## config.mk

```make
export PLATFORM = sky130hd
export DESIGN_NAME = ssi_master
export DESIGN_NICKNAME = d
export VERILOG_FILES = /design/src/rtl/ssi_master.sv
export SDC_FILE = /design/constraint.sdc
export NUM_CORES = 1
export LEC_CHECK = 0
export BUFFER_PORTS_ARGS = -buffer_cell sky130_fd_sc_hd__buf_2
export CAP_MARGIN = 15
export CELL_PAD_IN_SITES_DETAIL_PLACEMENT = 0
export CELL_PAD_IN_SITES_GLOBAL_PLACEMENT = 2
export CORE_MARGIN = 4
export CORE_UTILIZATION = 39
export DETAILED_ROUTE_END_ITERATION = 16
export PLACE_DENSITY_LB_ADDON = 0.1
export RECOVER_POWER = 50
export SETUP_SLACK_MARGIN = 0.05
export SYNTH_ARGS = -nofsm -noshare
export SYNTH_HDL_FRONTEND = slang
export SYNTH_SLANG_ARGS = --single-unit
```

## constraint.sdc

```tcl
create_clock -name enc_clk -period 2.56 [get_ports enc_clk]
set_clock_uncertainty 0.05 [all_clocks]
set_input_delay 0.512 -clock enc_clk [delete_from_list [all_inputs] [get_ports enc_clk]]
set_output_delay 0.512 -clock enc_clk [all_outputs]
set_load 0.05 [all_outputs]
```

## src/rtl/ssi_master.sv

```systemverilog
// SSI absolute-encoder master: divided SSI clock, MSB-first frame capture, optional Gray decode.
// Latency: pos_valid 2*W*CLK_DIV cycles after the CHECK->CLOCK edge (one extra bit period with parity).
// Backpressure: none; start is honoured only in IDLE, and requests while busy are dropped.
//
// Optional build macro: SSI_PARITY_EN adds a trailing even-parity bit period and drives parity_err.
//
// Ports:
//   enc_clk, rst_n         clock (rising edge) and asynchronous active-low reset
//   start, cont            single-frame request (IDLE only) / back-to-back auto-repeat
//   enc_width, gray_en     frame width and Gray decode select, latched when clocking begins
//   enc_data               synchronised SSI data from the encoder line receiver
//   oclk                   registered SSI clock, idles high
//   enc_pos, pos_valid     last good position (right-aligned) and its one-cycle update strobe
//   busy                   high in every state except IDLE
//   err_line               sticky line fault, cleared by the next good frame
//   parity_err             one-cycle parity failure pulse (tied low without SSI_PARITY_EN)
module ssi_master #(
  parameter int MAX_W    = 40,
  parameter int CLK_DIV  = 1,
  parameter int MONO_CYC = 42,
  parameter int TMO_CYC  = 255
) (
  input  logic             enc_clk,
  input  logic             rst_n,
  input  logic             start,
  input  logic             cont,
  input  logic [5:0]       enc_width,
  input  logic             gray_en,
  input  logic             enc_data,
  output logic             oclk,
  output logic [MAX_W-1:0] enc_pos,
  output logic             pos_valid,
  output logic             busy,
  output logic             err_line,
  output logic             parity_err
);

  localparam int BW = $clog2(MAX_W + 2);
  localparam int DW = (CLK_DIV > 1) ? $clog2(CLK_DIV) : 1;
  localparam int MW = $clog2(MONO_CYC + 1);
  localparam int TW = $clog2(TMO_CYC + 1);
`ifdef SSI_PARITY_EN
  localparam int XB = 1;
`else
  localparam int XB = 0;
`endif

  typedef enum logic [1:0] {IDLE, CHECK, CLOCK, MONO} state_t;

  state_t           state, state_nxt;
  logic [DW-1:0]    div_cnt;
  logic [BW-1:0]    bit_cnt;
  logic [BW-1:0]    width_q;
  logic             gray_q;
  logic [MAX_W-1:0] sr;
  logic [MW-1:0]    mono_cnt;
  logic [TW-1:0]    tmo_cnt;
  logic             half_done, last_bit, tmo_hit, mono_done, bit_d;
`ifdef SSI_PARITY_EN
  logic             par_acc;
`endif

  assign half_done = (div_cnt == DW'(CLK_DIV - 1));
  // Total bit periods in a frame: data bits plus the optional parity period.
  assign last_bit  = (bit_cnt == width_q + BW'(XB));
  assign tmo_hit   = (tmo_cnt == TW'(TMO_CYC - 1));
  assign mono_done = (mono_cnt == MW'(MONO_CYC - 1));
  // sr is cleared at frame start, so sr[0] is the previous decoded bit (0 before the MSB).
  assign bit_d     = gray_q ? (enc_data ^ sr[0]) : enc_data;
  assign busy      = (state != IDLE);

  always_ff @(posedge enc_clk or negedge rst_n) begin
    if (!rst_n) state <= IDLE;
    else        state <= state_nxt;
  end

  always_comb begin
    state_nxt = state;
    case (state)
      IDLE:    if (start || cont) state_nxt = CHECK;
      CHECK:   if (enc_data) state_nxt = CLOCK;
               else if (tmo_hit) state_nxt = IDLE;
      CLOCK:   if (oclk && half_done && last_bit) state_nxt = MONO;
      MONO:    if (mono_done) state_nxt = cont ? CHECK : IDLE;
      default: state_nxt = IDLE;
    endcase
  end

  always_ff @(posedge enc_clk or negedge rst_n) begin
    if (!rst_n) begin
      oclk      <= 1'b1;
      div_cnt   <= '0;
      bit_cnt   <= '0;
      width_q   <= '0;
      gray_q    <= 1'b0;
      sr        <= '0;
      mono_cnt  <= '0;
      tmo_cnt   <= '0;
      enc_pos   <= '0;
      pos_valid <= 1'b0;
      err_line  <= 1'b0;
`ifdef SSI_PARITY_EN
      par_acc    <= 1'b0;
      parity_err <= 1'b0;
`endif
    end else begin
      pos_valid <= 1'b0;
      tmo_cnt   <= '0;
`ifdef SSI_PARITY_EN
      parity_err <= 1'b0;
`endif
      case (state)
        CHECK: begin
          if (enc_data) begin
            // Encoder ready: latch frame configuration and start the first low phase.
            oclk    <= 1'b0;
            div_cnt <= '0;
            bit_cnt <= '0;
            sr      <= '0;
            gray_q  <= gray_en;
            if (enc_width == 6'd0)            width_q <= BW'(1);
            else if (int'(enc_width) > MAX_W) width_q <= BW'(MAX_W);
            else                              width_q <= BW'(enc_width);
`ifdef SSI_PARITY_EN
            par_acc <= 1'b0;
`endif
          end else if (tmo_hit) begin
            err_line <= 1'b1;
          end else begin
            tmo_cnt <= tmo_cnt + TW'(1);
          end
        end
        CLOCK: begin
          if (!half_done) begin
            div_cnt <= div_cnt + DW'(1);
          end else begin
            div_cnt <= '0;
            if (!oclk) begin
              // Rising edge of oclk: capture the bit presented during the low phase.
              oclk    <= 1'b1;
              bit_cnt <= bit_cnt + BW'(1);
              if (bit_cnt < width_q) sr <= {sr[MAX_W-2:0], bit_d};
`ifdef SSI_PARITY_EN
              par_acc <= par_acc ^ enc_data;
`endif
            end else if (last_bit) begin
              mono_cnt <= '0;
`ifdef SSI_PARITY_EN
              if (par_acc) begin
                parity_err <= 1'b1;
              end else begin
                enc_pos   <= sr;
                pos_valid <= 1'b1;
                err_line  <= 1'b0;
              end
`else
              enc_pos   <= sr;
              pos_valid <= 1'b1;
              err_line  <= 1'b0;
`endif
            end else begin
              oclk <= 1'b0;
            end
          end
        end
        MONO:    mono_cnt <= mono_cnt + MW'(1);
        default: ;
      endcase
    end
  end

`ifndef SSI_PARITY_EN
  assign parity_err = 1'b0;
`endif

endmodule
```

# After elaboration in Yosys (flattened, before gate mapping)
# Cells that the tools add are included.
# word_totals
regBits	113
input_bits	12
output_inout_bits	45
wordCells	97
# classes
add_sub_neg	4
magnitude_cmp	2
eq_ne	18
n_mux	42
bitwise	2
n_reduce_logical	17
# ops
cell	count
$mux W40	4
$pmux W40 S2	1
$mux W6	8
$mux W8	3
$pmux W6 S2	2
$ne A2 B2 Y1 const B	11
$reduce_and A4 Y1	4
$mux W1	15
$add A6 B1 Y6 const B	2
$mux W2	5
$add A8 B1 Y8 const B	1
$eq A8 B8 Y1 const B	1
$pmux W2 S4	1
$eq A6 B6 Y1	1
$eq A6 B6 Y1 const B	1
$gt A6 B6 Y1 const B	1
$logic_not A6 Y1	1
$lt A6 B6 Y1	1
$pmux W1 S2	3
$reduce_and A6 Y1	1
$reduce_bool A2 Y1	3
$reduce_and A5 Y1	1
$eq A2 B2 Y1 const B	2
$reduce_and A2 Y1	2
9 further kinds	10

# Logic depth before layout (Yosys ltp)
# Gate-level depths: netlist of run 1.
# logic_depth
depth_word	6
mapped_depth	9
mapped_depth_nobuf	7

# Worst setup path before layout of run 1
# OpenSTA, ideal clock, no wires.
# synth_path
path_type	register -> register
startpoint	register oclk
endpoint	register enc_pos[10]
setup_time_ns	0.125
arrival_time_ns	1.867
path_slack_ns	0.518
path_stages_with_launch	7
path_buffers	3
synth_period_minus_slack_ns	2.042
cell_sequence	dfstp_2 -> buf_6 -> and2_1 -> nor2b_1 -> clkbuf_1 -> buf_2 -> mux2_2
# synth_via
elab_chain_cells	1
# synth_rtl
item	line_no	source
from (decl)	30	output logic oclk,
from (signal assigned)	91	oclk <= 1'b1;
from (signal assigned)	116	oclk <= 1'b0;
from (signal assigned)	140	oclk <= 1'b1;
$reduce_and A4 Y1 (no line)	-	
to (signal assigned)	157	enc_pos <= sr;
to (decl)	31	output logic [MAX_W-1:0] enc_pos,
# Every way passes these cells.
# A chain may end at the register's enable or synchronous reset.

# Worst setup path in the final report of run 1
# layout_path
startpoint	register state[0]
endpoint	register enc_pos[29]
# layout_via
elab_chain_cells	2
# layout_rtl
item	line_no	source
from (decl)	50	state_t state, state_nxt;
from (signal assigned)	74	else state <= state_nxt;
$eq A2 B2 Y1	112	case (state)
$reduce_and A4 Y1 (no line)	-	
# Every way passes these cells.

==> metrics.txt, run 1 <==
hold buffer count at CTS=0; Setup WS pre-CTS=0.2827 ns; TritonCTS clock tree=yes; outcome=completed; total wirelength of the detailed-routed design=9435 microns; highest ir drop seen on vdd=0.0004178 V; Clock Tree Root=clkbuf_16; Min Clock Period, post-route=2.277 ns; full die area=14,310 sq um; Pre-antenna DRT Iters=4; worst-case setup margin in the final layout=0.2826 ns; GR Util All Layers=0.1412; layout cells sized above 1=0.2349; RePlAce Congestion=0.7651; Max Clk Rate=439.1 MHz; unrepaired setup endpoints after global routing=false; most used flip-flop cell after synthesis=dfrtp_1; max-slew violations=0; fill cell count=1,144; sequential element share of the synthesized area=0.5768; Cell Pwr Density=836.0 nW/um^2; residual antenna-violating net count after detailed routing=0; count of instances resized after the clock tree is built=0; via count of the routed design=3,194; post-synthesis instance area=4861 sq um; critical path data required time=2.75 ns; count of port buffers added during placement=55; Worst Setup Start Kind=flip-flop; clk sink count=112; commonest non-fill, non-tap cell in the layout=dfrtp_1; Via density=5.193; number of global-route vias before repair=3,182; Fin Setup TNS=0 ns; proportion of register bits with asynchronous set or reset after synthesis=1.000; number of violations of the max-capacitance limit=0; clk_lat worst skew=0.35 ns; arrival time reported for the critical path endpoint=2.46 ns; top library cells by usage in the layout, fill and taps aside=111 x dfrtp_1, 43 x mux2_2, 41 x a22o_1, 32 x buf_2, 23 x clkbuf_1; post-synth cell types=48; drt wl/cell=15.34 microns; cell leakage power=2.691 nW; number of buffers added by the clock tree synthesis step=9; estimated wirelength of the detail-placed design=6366 microns; floorplan core area=12,110 sq um; Synth Warn #=0; maximum number of buffers from clock root to sink=2; type of the setup path with the least slack=reg -> reg; Slew @ Worst Pin=1.062 ns; Max FO, Critical Path=41; initial standard-cell utilization of the core=0.4013; number of flops mapped to enable cells by yosys=0; post-synth net total=416; relative slew slack=0.2918; number of DRC markers after the initial detailed-route iteration=219; flops & latches, synth=112; final-report hold violation count=0; worst min-delay path class=in -> async; Setup crit end kind=flip-flop; number of placement rows=40; DRC violation count after routing=0; net count of the finished layout=469; Overflow after GRT=0; Syn-to-layout area delta=15.24%; pin count of the biggest net entering global routing=42; deepest level of the CTS H-tree=3; global-route wire length before repair=16,260 microns; setup bufs post-CTS=0; initial antenna violation count=0; Worst-path clk slew=0.08 ns; per-instance average area after synthesis=12.50 sq um; Die Height=119.6 microns; count of mapped cells out of synthesis=389; Setup-failing EPs final=0; post-route fraction of the period consumed by the critical path=0.8896; IO Count=57; number of antenna cells inserted=0; die width=119.6 microns
==> synth_stat cells, types with 3 or more instances <==
cell,count,area (sq um)
buf_6,5,56.30
o21ai_0,12,60.06
nand3_1,14,70.07
inv_1,16,60.06
nor2_1,20,75.07
and2_1,3,18.77
nand2b_1,5,31.28
a21oi_1,9,45.04
nor2b_1,3,18.77
ha_1,15,187.7
xnor2_1,3,26.28
mux2_2,43,484.2
buf_2,6,30.03
and3_1,3,18.77
nand4_1,4,25.02
a22o_1,41,359.1
nor3_1,4,20.02
dfrtp_1,111,2778
xor2_1,6,52.55
nand2_1,18,67.56
or3_1,4,25.02
clkbuf_1,7,26.28
a211oi_1,3,22.52
==> final timing paths <==
check	from	slack, ns	end	cells after the start
min in group enc_clk	enc_width[2]	0.34	width_q[2]	2
max reg2reg	state[0]	0.28	enc_pos[29]	6
min reg2reg	tmo_cnt[0]	0.43	tmo_cnt[0]	1
min	rst_n	0.28	pos_valid	1
max in group asynchronous	rst_n	0.69	enc_pos[10]	2
max	state[0]	0.28	enc_pos[29]	6
==> layer usage <==
layer | vias up | GRT usage | routed length (microns)
met4 | 0 | 0.03865 | 93
met3 | 8 | 0.04147 | 382
met5 | - | 0 | 0
met1 | 1601 | 0.1893 | 4435
met2 | 59 | 0.2246 | 4524
li1 | 1526 | - | -
==> critical path, stage by stage (launching register included) <==
cell and delay, ns:
dfrtp_1 0.43, inv_1 0.12, ha_1 0.48, and2_1 0.28
nor2b_4 0.19, buf_12 0.24, mux2_2 0.37
==> cell type report <==
class / count / area [sq um] / share of cell area
inverter: 16 / 60.06 / 0.01072
sequential: 112 / 2804 / 0.5006
clock inverter: 6 / 85.08 / 0.01519
timing repair buffer: 62 / 332.8 / 0.05941
multi-input combinational: 241 / 1881 / 0.3357
clock buffer: 10 / 229.0 / 0.04088
tap: 168 / 210.2 / 0.03753
==> where the power goes <==
| part | switching (mW) | internal (mW) |
|---|---|---|
| Combinational | 0.745 | 0.423 |
| Clock | 0.675 | 0.786 |
| Sequential | 0.149 | 1.91 |
==> flip-flops by register name, indices dropped and copies added (netlist names), 6 cells and up, named ones only <==
register  count
bit_cnt       6
width_q       6
tmo_cnt       8
enc_pos      40
sr           40
mono_cnt      6
==> through the flow <==
stage	util	hold WS [ns]	total power [mW]	instances	area, sq um
after floorplan	-	0.1664	2.962	389	4861
after global placement	0.4415	0.4170	3.279	599	5348
after detailed placement	0.4415	0.4255	3.287	599	5348
after CTS	0.4675	0.1124	4.787	615	5662
after global routing	0.4625	0.3415	5.016	615	5602
final	0.4625	0.2804	4.683	615	5602
==> cell families after synthesis <==
logic type | after synthesis | synth area share
flip-flops | 112 | 0.5768
AO/OA/AOI/OAI | 88 | 0.1418
AND/OR/NAND/NOR | 83 | 0.08417
multiplexers | 45 | 0.1037
buffers and inverters | 36 | 0.03784
adder cells (fa/ha/maj) | 15 | 0.03861
XOR/XNOR | 9 | 0.01622
other | 1 | 0.0007715
Power figures use the tool's default switching activity.
==> inputs of run 2 (changes only) <==
--- a/config.mk
+++ b/config.mk
@@ -9,7 +9,7 @@
 export CAP_MARGIN = 15
 export CELL_PAD_IN_SITES_DETAIL_PLACEMENT = 0
 export CELL_PAD_IN_SITES_GLOBAL_PLACEMENT = 2
-export CORE_MARGIN = 4
+export CORE_MARGIN = 2
 export CORE_UTILIZATION = 39
 export DETAILED_ROUTE_END_ITERATION = 16
 export PLACE_DENSITY_LB_ADDON = 0.1
==> run 2 against run 1 <==
  * Non-clock buffer count rose by 2
  * Clock-buffer cell count shrank 1
  * Register-to-register slack improved by 0.10 ns
  * Utilization rose by 0.10 points
  * Die area shrank 6.6%
  * Flip-flop and latch count unchanged
  * Global-route usage grew 1.5 points
  * Worst hold slack gained 0.035 ns
  * Highest routed layer unchanged
  * Critical path type unchanged
  * Combinational power is essentially flat
==> metrics.txt, run 2 (synthesis gave the netlist of run 1 again) <==
outcome=completed; IO Count=57; number of DRC markers after the initial detailed-route iteration=205; worst min-delay path class=in -> async; setup bufs post-CTS=0; Via density=5.251; full die area=13,370 sq um; relative slew slack=0.2253; Top Registers=enc_pos: 40 flops, sr: 40 flops, tmo_cnt: 8 flops; total wirelength of the detailed-routed design=9559 microns; Clock Tree Root=clkbuf_16; area post-placement=5350 sq um; Worst Setup Start Kind=flip-flop; cell occurring most often along the worst timing path=inv_1; Min Clock Period, post-route=2.175 ns; highest ir drop seen on vdd=0.0003946 V; count of placed standard cells in the final layout, fillers left out=617; clk sink count=112; estimated wirelength of the detail-placed design=6283 microns; Setup crit end kind=flip-flop; DRC violation count after routing=0; clk_lat worst skew=0.35 ns; hold buffer count at CTS=0; residual antenna-violating net count after detailed routing=0; Max Clk Rate=459.9 MHz; CP cell instances=inv_1 -> ha_1 -> nand4_1 -> inv_1 -> nand3_1 -> nor2b_4 -> buf_12 -> mux2_2; type of the setup path with the least slack=reg -> reg; final instance area=5614 sq um; share of the core filled with cells in the final layout=0.4635; layout cells sized above 1=0.2361; TritonCTS clock tree=yes; post-route fraction of the period consumed by the critical path=0.8494; drt wl/cell=15.49 microns; critical path data required time=2.75 ns; die width=115.6 microns; global-route wire length before repair=16,180 microns; Cells after DPL=601; fill cell count=1,153; commonest non-fill, non-tap cell in the layout=dfrtp_1; RePlAce Congestion=0.7587; buffer and inverter count on the worst path=3; Setup-failing EPs final=0; cell type of the slowest stage on the worst timing path=dfrtp_1; number of violations of the max-capacitance limit=0; Hold WS=0.3157 ns; Max FO, Critical Path=41; worst-case setup margin in the final layout=0.3854 ns; GR Util All Layers=0.1566; Overflow after GRT=0; arrival time reported for the critical path endpoint=2.36 ns; Worst-path clk slew=0.08 ns; pin count of the biggest net entering global routing=46; net count of the finished layout=471; initial standard-cell utilization of the core=0.4013; count of port buffers added during placement=55; Cell Pwr Density=836.6 nW/um^2; Die Height=115.6 microns; final-report hold violation count=0; initial antenna violation count=0; max-slew violations=0; number of global-route vias before repair=3,172; cell leakage power=2.700 nW; unrepaired setup endpoints after global routing=false; Syn-to-layout area delta=15.50%; top library cells by usage in the layout, fill and taps aside=111 x dfrtp_1, 43 x mux2_2, 41 x a22o_1, 32 x buf_2, 24 x clkbuf_1; Design Power=4.697 mW; number of antenna cells inserted=0; floorplan core area=12,110 sq um; Slew @ Worst Pin=1.162 ns; count of instances resized after the clock tree is built=0; via count of the routed design=3,240; number of placement rows=40; deepest level of the CTS H-tree=3; CP peak stage delay=0.45 ns; CP delay by family, top=simple AND/OR/NAND/NOR gates; Setup WS pre-CTS=0.3971 ns; Pre-antenna DRT Iters=4; maximum number of buffers from clock root to sink=2; number of buffers added by the clock tree synthesis step=9; Fin Setup TNS=0 ns
==> run 2: cell types whose count changed in the layout (fill, tap and decap cells not counted) <==
cell / change
buf_4: +1
clkinv_2: +3
clkbuf_1: +1
clkinvlp_4: -1
buf_12: +1
clkinv_8: -1
clkbuf_2: -2
==> run 2: final timing paths <==
path / slack, ns / depth (start not counted) / start / to
setup / recovery: 0.39 / 8 / bit_cnt[0] / enc_pos[7]
hold / removal: 0.32 / 1 / rst_n / enc_pos[37]
setup reg to reg: 0.39 / 8 / bit_cnt[0] / enc_pos[7]
hold reg to reg: 0.44 / 2 / width_q[4] / width_q[4]
max in group asynchronous: 0.86 / 2 / rst_n / enc_pos[20]
min in group enc_clk: 0.34 / 2 / enc_width[2] / width_q[2]
==> run 2: layer usage <==
metal  global-route usage  wire (microns)
met2               0.2538            4519
met1               0.2011            4467
met5                    0               0
met3              0.05439             491
met4              0.04286              81
==> run 2: layout make-up <==
class	instances	area (sq um)	area share
Clock buffer	9	225.2	0.04012
Inverter	16	60.06	0.01070
Timing Repair Buffer	64	357.8	0.06374
Clock inverter	7	76.32	0.01359
Sequential cell	112	2804	0.4994
Multi-Input combinational cell	241	1881	0.3350
Tap cell	168	210.2	0.03744
==> run 2: power breakdown <==
| group | switching (mW) | leakage, nW | internal, mW |
|---|---|---|---|
| logic | 0.764 | 1.01 | 0.432 |
| registers | 0.150 | 1.53 | 1.91 |
| clock network | 0.673 | 0.153 | 0.772 |
| total | 1.59 | 2.70 | 3.11 |
==> inputs of run 3 (changes only) <==
--- a/config.mk
+++ b/config.mk
@@ -5,12 +5,13 @@
 export SDC_FILE = /design/constraint.sdc
 export NUM_CORES = 1
 export LEC_CHECK = 0
+export ABC_AREA = 1
 export BUFFER_PORTS_ARGS = -buffer_cell sky130_fd_sc_hd__buf_2
 export CAP_MARGIN = 15
 export CELL_PAD_IN_SITES_DETAIL_PLACEMENT = 0
 export CELL_PAD_IN_SITES_GLOBAL_PLACEMENT = 2
 export CORE_MARGIN = 2
-export CORE_UTILIZATION = 39
+export CORE_UTILIZATION = 32
 export DETAILED_ROUTE_END_ITERATION = 16
 export PLACE_DENSITY_LB_ADDON = 0.1
 export RECOVER_POWER = 50
==> constraint.sdc (replaced) <==
create_clock -name enc_clk -period 2 [get_ports enc_clk]
set_clock_uncertainty 0.05 [all_clocks]
set_input_delay 0.4 -clock enc_clk [delete_from_list [all_inputs] [get_ports enc_clk]]
set_output_delay 0.4 -clock enc_clk [all_outputs]
set_load 0.05 [all_outputs]
==> run 3 against run 2 <==
  * Register-to-register slack worse by 0.21 ns
  * Critical path depth down 4
  * Total power rose by 42%
  * Flip-flop and latch count did not move
  * Clock-buffer cell count up 2
  * Die area rose by 29%
  * Synthesized cell count rose by 60%
  * Worst setup slack got worse by 0.24 ns
  * Largest cell class unchanged
==> metrics.txt, run 3 <==
Net Sw Frac=0.3707; number of antenna cells inserted=0; top cell type's share of synthesized area=0.5335; via count of the routed design=4,074; critical path data required time=1.55 ns; Flop pwr share=0.383; fill cell count=1,710; number of DRC markers after the initial detailed-route iteration=211; pin count of the biggest net entering global routing=50; type of the setup path with the least slack=reg -> out; highest ir drop seen on vdd=0.0004801 V; deepest level of the CTS H-tree=3; TritonCTS clock tree=yes; clk sink count=112; Design Power=6.653 mW; CP cell instances=inv_1 -> ha_1 -> inv_1 -> buf_2; most used flip-flop cell after synthesis=dfrtp_1; flops & latches, synth=112; number of buffers added by the clock tree synthesis step=9; Cell Pwr Density=1088 nW/um^2; Max Clk Rate=539.5 MHz; switching power of the nets=2.466 mW; total wirelength of the detailed-routed design=12,240 microns; global-route wire length before repair=20,470 microns; Max FO, Critical Path=7; RePlAce Congestion=0.7959; relative slew slack=0.5647; buffer and inverter count on the worst path=3; sequential element share of the synthesized area=0.5386; Pre-antenna DRT Iters=7; final instance area=6112 sq um; floorplan core area=15,890 sq um; post-synthesis instance area=5206 sq um; Worst-path clk slew=0.07 ns; cell leakage power=3.346 nW; Clock Tree Root=clkbuf_16; CP delay by family, top=buffers and inverters; Overflow after GRT=0; Setup-failing EPs final=0; residual antenna-violating net count after detailed routing=0; Slew @ Worst Pin=0.6530 ns; count of mapped cells out of synthesis=623; worst min-delay path class=in -> reg; GR Util All Layers=0.1465; unrepaired setup endpoints after global routing=true; outcome=completed; commonest non-fill, non-tap cell in the layout=nand2_1; Fin Setup TNS=0 ns; die width=131.6 microns; post-synth net total=650; layout cells sized above 1=0.1215; cell type of the slowest stage on the worst timing path=dfrtp_2; final-report hold violation count=0; Setup crit end kind=output pin; net count of the finished layout=706; max-slew violations=0; number of global-route vias before repair=3,908; maximum number of buffers from clock root to sink=2; IO Count=57; top library cells by usage in the layout, fill and taps aside=203 x nand2_1, 110 x dfrtp_1, 75 x inv_1, 57 x nand3_1, 57 x o21ai_0; combinational share of power=0.324; clock share of power=0.294; number of flops mapped to enable cells by yosys=0; cells taking the most area after synthesis=dfrtp_1 53%, nand2_1 15%, nand3_1 5.7%; leading post-synthesis cells by instance count=206 x nand2_1, 111 x dfrtp_1, 75 x inv_1; Min Clock Period, post-route=1.854 ns; DRC violation count after routing=0; number of violations of the max-capacitance limit=0; clk_lat worst skew=0.35 ns; estimated wirelength of the detail-placed design=7925 microns; initial antenna violation count=0; CP peak stage delay=0.42 ns; count of port buffers added during placement=55; per-instance average area after synthesis=8.357 sq um; most frequent cell after synthesis=nand2_1; Internal Pwr Total=4.187 mW; Syn-to-layout area delta=17.40%; post-synth cell types=32; full die area=17,310 sq um; proportion of register bits with asynchronous set or reset after synthesis=1.000; number of placement rows=46; Via density=4.532; Synth Warn #=0; leading area contributor after synthesis=dfrtp_1; Top Registers=enc_pos: 40 flops, sr: 40 flops, tmo_cnt: 8 flops; drt wl/cell=13.62 microns; initial standard-cell utilization of the core=0.3277; post-route fraction of the period consumed by the critical path=0.9268; arrival time reported for the critical path endpoint=1.40 ns; area post-placement=5719 sq um; Worst Setup Start Kind=flip-flop; cell occurring most often along the worst timing path=inv_1; Die Height=131.6 microns
## run 3: changes by cell type in the layout (fill, tap and decap cells not counted), sizes merged, moves of 5 or more
cell    before  now
nand2       18  210
o21ai       15   61
buf         39   48
nand2b       5    0
mux2        43    0
inv         19   77
a22o        41    0
nand3       14   59
nor2        20   25
## run 3: cell type report
cell class,count,area (sq um),share of cell area
clock inverter,4,77.57,0.01269
timing repair buffer,72,430.4,0.07042
clock buffer,11,242.7,0.03971
inverter,76,285.3,0.04667
sequential,112,2805,0.4590
tap,216,270.3,0.04422
multi-input combinational,408,2001,0.3273
## run 3: logic make-up (layout without fill, tap and decap cells)
group                    Yosys count  count (layout)  synth area share
AND/OR/NAND/NOR                  309             310            0.2485
other                              1               1         0.0007203
AO/OA/AOI/OAI                     77              77           0.07835
adder cells (fa/ha/maj)           15              15           0.03605
buffers and inverters            104             163           0.08940
XOR/XNOR                           5               5          0.008413
flip-flops                       112             112            0.5386
## run 3: power by group through the flow
stage | Clock (mW) | Sequential, mW | Combinational (mW)
2_1_floorplan | 0 | 2.61 | 1.53
3_3_place_gp | 0 | 2.58 | 1.95
3_5_place_dp | 0 | 2.59 | 1.95
4_1_cts | 2.03 | 2.54 | 1.99
5_1_grt | 2.13 | 2.57 | 2.41
6_report | 1.95 | 2.55 | 2.15
## run 3: path summary, 6_finish.rpt
kind                              startpoint  slack (ns)     endpoint  cells past startpoint
worst max-delay path                state[0]        0.15         busy                      4
worst max register to register      state[0]        0.18   bit_cnt[3]                      8
min in group asynchronous              rst_n        0.55  mono_cnt[5]                      2
worst min-delay path            enc_width[4]        0.25   width_q[4]                      3
worst min register to register         sr[4]        0.42        sr[4]                      2
max in group asynchronous              rst_n        0.26        sr[3]                      3
## run 3: per-layer routing
layer | vias to the layer above | track usage | routed length [microns]
met5 | - | 0 | 0
met3 | 14 | 0.02585 | 346
met1 | 1916 | 0.2076 | 6254
met4 | 0 | 0.05918 | 208
met2 | 60 | 0.2213 | 5431
li1 | 2084 | - | -
## run 3: repair_timing
| item | in CTS | in global routing |
|---|---|---|
| setup endpoints to repair | 40 | 86 |
| hold buffers | 1 | 0 |
| cloned | 0 | 1 |
| endpoints found under the hold margin | 21 | 0 |
| setup buffers | 0 | 1 |
| pin swaps | 0 | 4 |
| resized for setup | 1 | 17 |
## run 3: tightest hold or removal path, stage by stage
cell and delay (ns):
buf_2 0.11, nand2_1 0.05, o21ai_0 0.06
## run 3: stage by stage
| step | utilization | hold slack [ns] | std cells | worst slack, ns |
|---|---|---|---|---|
| after global placement | 0.3600 | 0.2756 | 881 | 0.03909 |
| after floorplan | - | 0.05441 | 623 | 0.2758 |
| after detailed placement | 0.3600 | 0.2783 | 881 | 0.02045 |
| after CTS | 0.3814 | 0.2333 | 897 | 0.05516 |
| after global routing | 0.3848 | 0.2489 | 899 | 0.01234 |
| final | 0.3848 | 0.2459 | 899 | 0.1464 |
